`src/rtl/alu_req_resp_unit.sv`:
```
// rtl/alu_req_resp_unit.sv - ALU request/response unit with tagged output FIFO
// Requests are executed on accept and the full result entry is queued for the consumer.
module alu_req_resp_unit #(
    parameter int WIDTH = 4,
    parameter int TAG_W = 2,
    parameter int DEPTH = 2
) (
    input  logic             clk,
    input  logic             rst_n,
    input  logic             req_valid,
    output logic             req_ready,
    input  logic [WIDTH-1:0] req_a,
    input  logic [WIDTH-1:0] req_b,
    input  logic [2:0]       req_op,
    input  logic [TAG_W-1:0] req_tag,
    output logic             rsp_valid,
    input  logic             rsp_ready,
    output logic [WIDTH-1:0] rsp_result,
    output logic             rsp_carry,
    output logic             rsp_zero,
    output logic [TAG_W-1:0] rsp_tag,
    output logic [7:0]       ops_done
);
    localparam int AW = $clog2(DEPTH);
    localparam int EW = WIDTH + TAG_W + 2;

    logic [EW-1:0]    mem_q [DEPTH];
    logic [EW-1:0]    mem_d [DEPTH];
    logic [AW-1:0]    wr_ptr_q, wr_ptr_d, rd_ptr_q, rd_ptr_d;
    logic [AW:0]      count_q, count_d;
    logic [7:0]       ops_done_q, ops_done_d;

    logic [WIDTH:0]   ext;
    logic [WIDTH-1:0] alu_res;
    logic             alu_carry;
    logic [EW-1:0]    entry;
    logic [EW-1:0]    head;
    logic             full, empty, push, pop;

    always_comb begin
        ext       = '0;
        alu_res   = '0;
        alu_carry = 1'b0;
        case (req_op)
            3'b000: begin
                ext       = {1'b0, req_a} + {1'b0, req_b};
                alu_res   = ext[WIDTH-1:0];
                alu_carry = ext[WIDTH];
            end
            // Borrow falls out of the extended subtraction as the top bit.
            3'b001: begin
                ext       = {1'b0, req_a} - {1'b0, req_b};
                alu_res   = ext[WIDTH-1:0];
                alu_carry = ext[WIDTH];
            end
            3'b010: alu_res = req_a & req_b;
            3'b011: alu_res = req_a | req_b;
            3'b100: alu_res = req_a ^ req_b;
            3'b101: alu_res = ~req_a;
            3'b110: begin
                alu_res   = {req_a[WIDTH-2:0], 1'b0};
                alu_carry = req_a[WIDTH-1];
            end
            3'b111: begin
                alu_res   = {1'b0, req_a[WIDTH-1:1]};
                alu_carry = req_a[0];
            end
            default: ;
        endcase
    end

    assign entry     = {alu_carry, (alu_res == '0), req_tag, alu_res};
    assign full      = (count_q == (AW+1)'(DEPTH));
    assign empty     = (count_q == '0);
    assign req_ready = !full || rsp_ready;
    assign rsp_valid = !empty;
    assign push      = req_valid && req_ready;
    assign pop       = rsp_valid && rsp_ready;

    always_comb begin
        mem_d = mem_q;
        if (push) begin
            mem_d[wr_ptr_q] = entry;
        end
        wr_ptr_d   = wr_ptr_q + AW'(push);
        rd_ptr_d   = rd_ptr_q + AW'(pop);
        count_d    = count_q;
        case ({push, pop})
            2'b10:   count_d = count_q + 1'b1;
            2'b01:   count_d = count_q - 1'b1;
            default: count_d = count_q;
        endcase
        ops_done_d = ops_done_q;
        if (pop && ops_done_q != 8'hff) begin
            ops_done_d = ops_done_q + 8'd1;
        end
    end

    always_ff @(posedge clk or negedge rst_n) begin
        if (!rst_n) begin
            for (int i = 0; i < DEPTH; i++) begin
                mem_q[i] <= '0;
            end
            wr_ptr_q   <= '0;
            rd_ptr_q   <= '0;
            count_q    <= '0;
            ops_done_q <= '0;
        end else begin
            mem_q      <= mem_d;
            wr_ptr_q   <= wr_ptr_d;
            rd_ptr_q   <= rd_ptr_d;
            count_q    <= count_d;
            ops_done_q <= ops_done_d;
        end
    end

    // Storage is cleared on reset, so the head reads zero until the first push lands.
    assign head       = mem_q[rd_ptr_q];
    assign rsp_result = head[WIDTH-1:0];
    assign rsp_tag    = head[WIDTH +: TAG_W];
    assign rsp_zero   = head[WIDTH+TAG_W];
    assign rsp_carry  = head[WIDTH+TAG_W+1];
    assign ops_done   = ops_done_q;
endmodule

```
`config.mk`:
```
export PLATFORM = sky130hd
export DESIGN_NAME = alu_req_resp_unit
export DESIGN_NICKNAME = d
export VERILOG_FILES = /design/src/rtl/alu_req_resp_unit.sv
export SDC_FILE = /design/constraint.sdc
export NUM_CORES = 1
export LEC_CHECK = 0
export ABC_CLOCK_PERIOD_IN_PS = 1870
export CORE_MARGIN = 1
export CORE_UTILIZATION = 47
export DETAILED_ROUTE_END_ITERATION = 8
export PLACE_DENSITY = 0.86
export SLEW_MARGIN = 20
export SYNTH_ARGS = -nofsm -noshare
export SYNTH_HDL_FRONTEND = slang
export SYNTH_SLANG_ARGS = --single-unit
```
`constraint.sdc`:
```
create_clock -name clk -period 1.87 [get_ports clk]
set_input_delay 0.2805 -clock clk [delete_from_list [all_inputs] [get_ports clk]]
set_output_delay 0.2805 -clock clk [all_outputs]
set_load 0.02 [all_outputs]
```
# == Yosys cells after proc, flatten, opt, wreduce, memory -nomap -nowiden ==
# Index checks and enable logic that the tools add are counted.
# totals
register_bits,28
input_bits,17
word_cells,53
# op_classes
addsub,7
magnitude_cmp,3
eq_ne,11
mux,9
bitwise_logic,6
n_reduce_logical,11
# ops
operator,count
8-bit 2-to-1 mux,4
4-bit one-hot mux with 8 select lines,1
16-bit bitwise mux,1
3-bit == test (second input constant),4
8-bit by 1-bit adder with 8-bit output (second input constant),1
8-bit demux with 1-bit select,1
8-bit inequality test (second input constant),1
3-bit by 2-bit == test with 1-bit output (second input constant),2
4-bit by 4-bit adder with 5-bit output,1
4-bit by 4-bit subtractor with 5-bit output,1
4-bit AND,1
2-bit == test (second input constant),2
2-bit greater-or-equal comparator (second input constant),2
1-bit logical AND,4
4-bit zero test,1
1-bit NOT with 2-bit output,2
4-bit NOT,1
4-bit OR,1
1-bit one-hot mux with 4 select lines,1
2-bit one-hot mux with 2 select lines,1
4-bit XOR,1
3-bit by 1-bit == test with 1-bit output (second input constant),1
3-bit zero test,1
1-bit adder,2
8 further kinds,9

# == Depth between registers and ports, before layout ==
# logic_depth
ltp_word,6
depth_mapped,8
ltp_nobuf,8

# == Least setup slack after synthesis ==
# No wires, ideal clock.
# synth_timing
path_kind,reg2reg
startpoint,register count_q[0]
endpoint,register mem_q[12] (netlist name)
setup_time_ps,125
arrival_time_ps,1830
required_time_ps,1745
setup_slack_ps,-85
path_stages_with_launch,6
n_path_buf,1
synth_period_minus_slack_ps,1955
cell_sequence,dfrtp_1 > or3b_2 > and2_1 > ha_1 > clkbuf_1 > mux2_2
# synth_between
elab_chain_cells,4
# synth_lines
item,line_no,source
"start, declared",30,"logic [AW:0] count_q, count_d;"
"start signal, assigned",112,count_q <= count_d;
2-bit == test,73,assign full = (count_q == (AW+1)'(DEPTH));
1-bit zero test,75,assign req_ready = !full || rsp_ready;
1-bit logical OR,75,
named net req_ready,11,"output logic req_ready,"
1-bit logical AND,77,assign push = req_valid && req_ready;
"end signal, assigned",109,mem_q <= mem_d;
"end, declared",27,logic [EW-1:0] mem_q [DEPTH];
# The timed path passes the listed nets, and every way through them passes these cells.
# A chain may end at the register's enable or synchronous reset.

# == Worst setup path after layout ==
# layout_timing
startpoint,input req_b[3]
endpoint,register mem_q[14] (netlist name)
# layout_between
elab_chain_cells,4
# layout_lines
item,line_no,source
"start, declared",13,"input logic [WIDTH-1:0] req_b,"
"4-bit by 4-bit subtractor with 5-bit output, or another cell as far along",52,"ext = {1'b0, req_a} - {1'b0, req_b};"
4-bit one-hot mux with 8 select lines (*),44,case (req_op)
4-bit zero test (*),72,"assign entry = {alu_carry, (alu_res == '0), req_tag, alu_res};"
16-bit bitwise mux (*),83,mem_d[wr_ptr_q] = entry;
# Every way passes the cells marked *; elsewhere a longest branch is shown, timed or not.

==> impl_metrics.yaml <==
synth:
  synth_edf_count: 0
  netlist_area_mm2: 0.00192
  synth_xor_area_share_pct: 6.40
  synth_top_family_by_area: "compound AO/OA/AOI/OAI gates"
  synth_mux_area_share_pct: 12.7
  yosys_register_bits: 28
  synth_compound_area_share_pct: 14.4
  netlist_instances: 188
  synth_cell_types: 49
  synth_fa_ha_area_share_pct: 12.5
  yosys.area_share.simple_pct: 12.1
  async_reset_ff_share_pct: 100
  yosysWarnings: 0
  synth_ff_type: "dfrtp_1"
  syn-num-nets: 223
  ys_seq_area_share_pct: 36.6
  synth_area_per_cell_um2: 10.2
drt:
  wl_per_cell_um: 15.8
  routed_wl_um: 4790
  first_iter_violations: 76
  drt-vias-per-instance: 5.52
  vias: 1672
  drtAntennaViolNets: 0
  drc: 0
  drtPass1Iterations: 4
sta:
  holdWs_ns: 0.370
  clock_skew_ns: 0.00453
  max_freq_mhz: 554
  slew_viol_final: 0
  layout_min_cycle_time_ns: 1.80
  post-route-period-util_pct: 96.5
  worst_pin_slew_ns: 0.405
  slew_headroom_pct: 73.0
  setup_violations: 0
  hold_viol: 0
clocking:
  cts_buffers: 3
  clkSinkCount: 28
  cts_tree: "done"
  cts_root_buf: "clkbuf_8"
  ctsHoldBuffers: 0
  insertion_delay_ns: 0.27
  htreeDepth: 1
  clk_pin_slew_ns: 0.08
  cts_buffer_depth: 2
global_route:
  grt_pass1_vias: 1576
  grt_pass1_wl_um: 7250
  grt.total_usage_pct: 22.0
  antenna_found_initial: 0
  grt-ovfl-total: 0
  grt_max_degree: 29
floorplanning:
  fp-row-count: 22
  die_h_um: 65.9
  initial_utilization_pct: 50.5
  coreArea_mm2: 0.00380
  die_x_um: 65.9
  dieArea_mm2: 0.00434
  ioPinCount: 35
cells_and_area:
  instances_no_fill: 303
  final_nets: 292
  antenna_cells: 0
  design_area_mm2: 0.00269
  drive_above_1_share_pct: 36.1
  area_growth_pct: 40.5
critical_path:
  crit_path_max_fanout: 6
  arrival_ns: 1.98
  critPathMaxStageDelay_ns: 0.50
  critPathRequiredTime_ns: 2.04
  crit_type: "in2reg"
  critPathSlowestCell: "clkdlybuf4s50_1"
  rr_worst_depth: 7
  end_kind: "flip-flop"
  crit_path_start_kind: "primary input"
  path_delay_family: "compound AO/OA/AOI/OAI gates"
  crit_path_cell_trace: "clkdlybuf4s50_1 > inv_2 > ha_4 > a21boi_2 > o21ai_2 > a221o_1 > o41ai_2"
  cp_num_cells: 7
  cp_num_buf_inv: 2
power:
  p_leak_uw: 0.00125
  powerDensity_mw_per_mm2: 1160
  total_power_uw: 3130
  ir_drop_mv: 1.19
status:
  status: "finished, final reports clean"
place:
  routabilityCongestion: 0.983
  dp_hpwl_um: 3250
  dpl_cell_area_mm2: 0.00255
  dp.cells: 297
  io_buffers: 34
hold_path:
  holdCritPathClass: "in2async"
run:
  drv_cap: 0
==> metrics by stage <==
stage	setup TNS [ns]	setup slack (ns)	util (%)
finish	0	0.0653	70.9
global placement	-5.99	-0.555	67.1
global route	-0.0256	-0.0256	70.9
floorplan	0	0.0120	-
CTS	-0.00647	-0.00647	69.8
detailed placement	-6.59	-0.674	67.1
==> per-layer routing <==
| layer | global-route usage, % | up-vias | share of wire [%] |
|---|---|---|---|
| met3 | 4.83 | 16 | 5.6 |
| met1 | 28.9 | 799 | 43 |
| li1 | - | 794 | - |
| met2 | 34.7 | 63 | 48 |
| met4 | 8.97 | 0 | 3.0 |
| met5 | 0 | - | 0 |
==> cell usage after synthesis (5+ instances only) <==
cell type,n,area (um^2)
dfrtp_1,28,701
mux2_2,19,214
ha_1,16,200
inv_1,16,60.1
nand2_1,10,37.5
xnor2_1,9,78.8
nor2_1,8,30.0
o21ai_0,7,35.0
a21oi_1,5,25.0
nand2b_1,5,31.3
nand3_1,5,25.0
xor2_1,5,43.8
==> cells in the final DEF (no fill, tap or decap), types with 2 or more instances in the layout <==
| cell type | count |
|---|---|
| buf_4 | 34 |
| dfrtp_1 | 27 |
| mux2_2 | 17 |
| dlygate4sd2_1 | 15 |
| clkdlybuf4s50_1 | 14 |
| nand2_1 | 10 |
| inv_1 | 9 |
| inv_2 | 9 |
| xnor2_1 | 9 |
| ha_1 | 9 |
| nor2_1 | 8 |
| nand2b_1 | 5 |
| o21ai_0 | 5 |
| xor2_1 | 5 |
| nand3_1 | 5 |
| a21oi_1 | 4 |
| ha_4 | 4 |
| nor2b_1 | 3 |
| a21oi_2 | 3 |
| mux2i_1 | 3 |
| and3_1 | 3 |
| ha_2 | 3 |
| clkbuf_8 | 3 |
| or2_2 | 2 |
| a21o_1 | 2 |
| a31oi_1 | 2 |
| o21ai_1 | 2 |
| mux2_4 | 2 |
| a21boi_0 | 2 |
| o21a_1 | 2 |
| nand4_1 | 2 |
| o41ai_2 | 2 |
| clkbuf_2 | 2 |
| dlymetal6s2s_1 | 2 |
==> logic make-up after synthesis <==
kind of cell    Yosys count
simple gates             44
flops                    28
xor+xnor                 14
fa+ha+maj                18
compound gates           38
mux                      22
buf+inv                  24
==> worst paths after layout <==
check	from	endpoint	slack, ns
max	req_b[3]	mem_q[14]	0.07
max reg2reg	count_q[0]	count_q[1]	0.12
min in group clk	count_q[1]	count_q[1]	0.49
min	rst_n	mem_q[5]	0.37
min reg2reg	count_q[1]	count_q[1]	0.49
max in group asynchronous	rst_n	rd_ptr_q	1.23
==> flip-flops by register name, summed over array words and instances, names as in the netlist <==
name / flops
count_q: 2
mem_q: 16
wr_ptr_q: 1
rd_ptr_q: 1
ops_done: 8
==> where the power goes <==
group | leakage, uW | switching (uW) | internal (uW)
Clock | 0.0000216 | 167 | 144
Sequential | 0.000339 | 227 | 890
Combinational | 0.000887 | 809 | 888
Total | 0.00125 | 1200 | 1920
==> timing repair <==
item,4_1_cts,5_1_grt
buffers inserted,2,1
pin swaps,9,7
gates resized for setup,36,19
setup endpoints to repair,20,7
==> area by class of cell <==
class	instances	area [um^2]
Timing Repair Buffer	70	603
Inverter	18	67.6
Multi-Input combinational cell	136	1220
Clock buffer	3	41.3
Tap cell	48	60.1
Sequential cell	28	702
Fill cell	276	1100
Power figures use the tool's default switching activity.
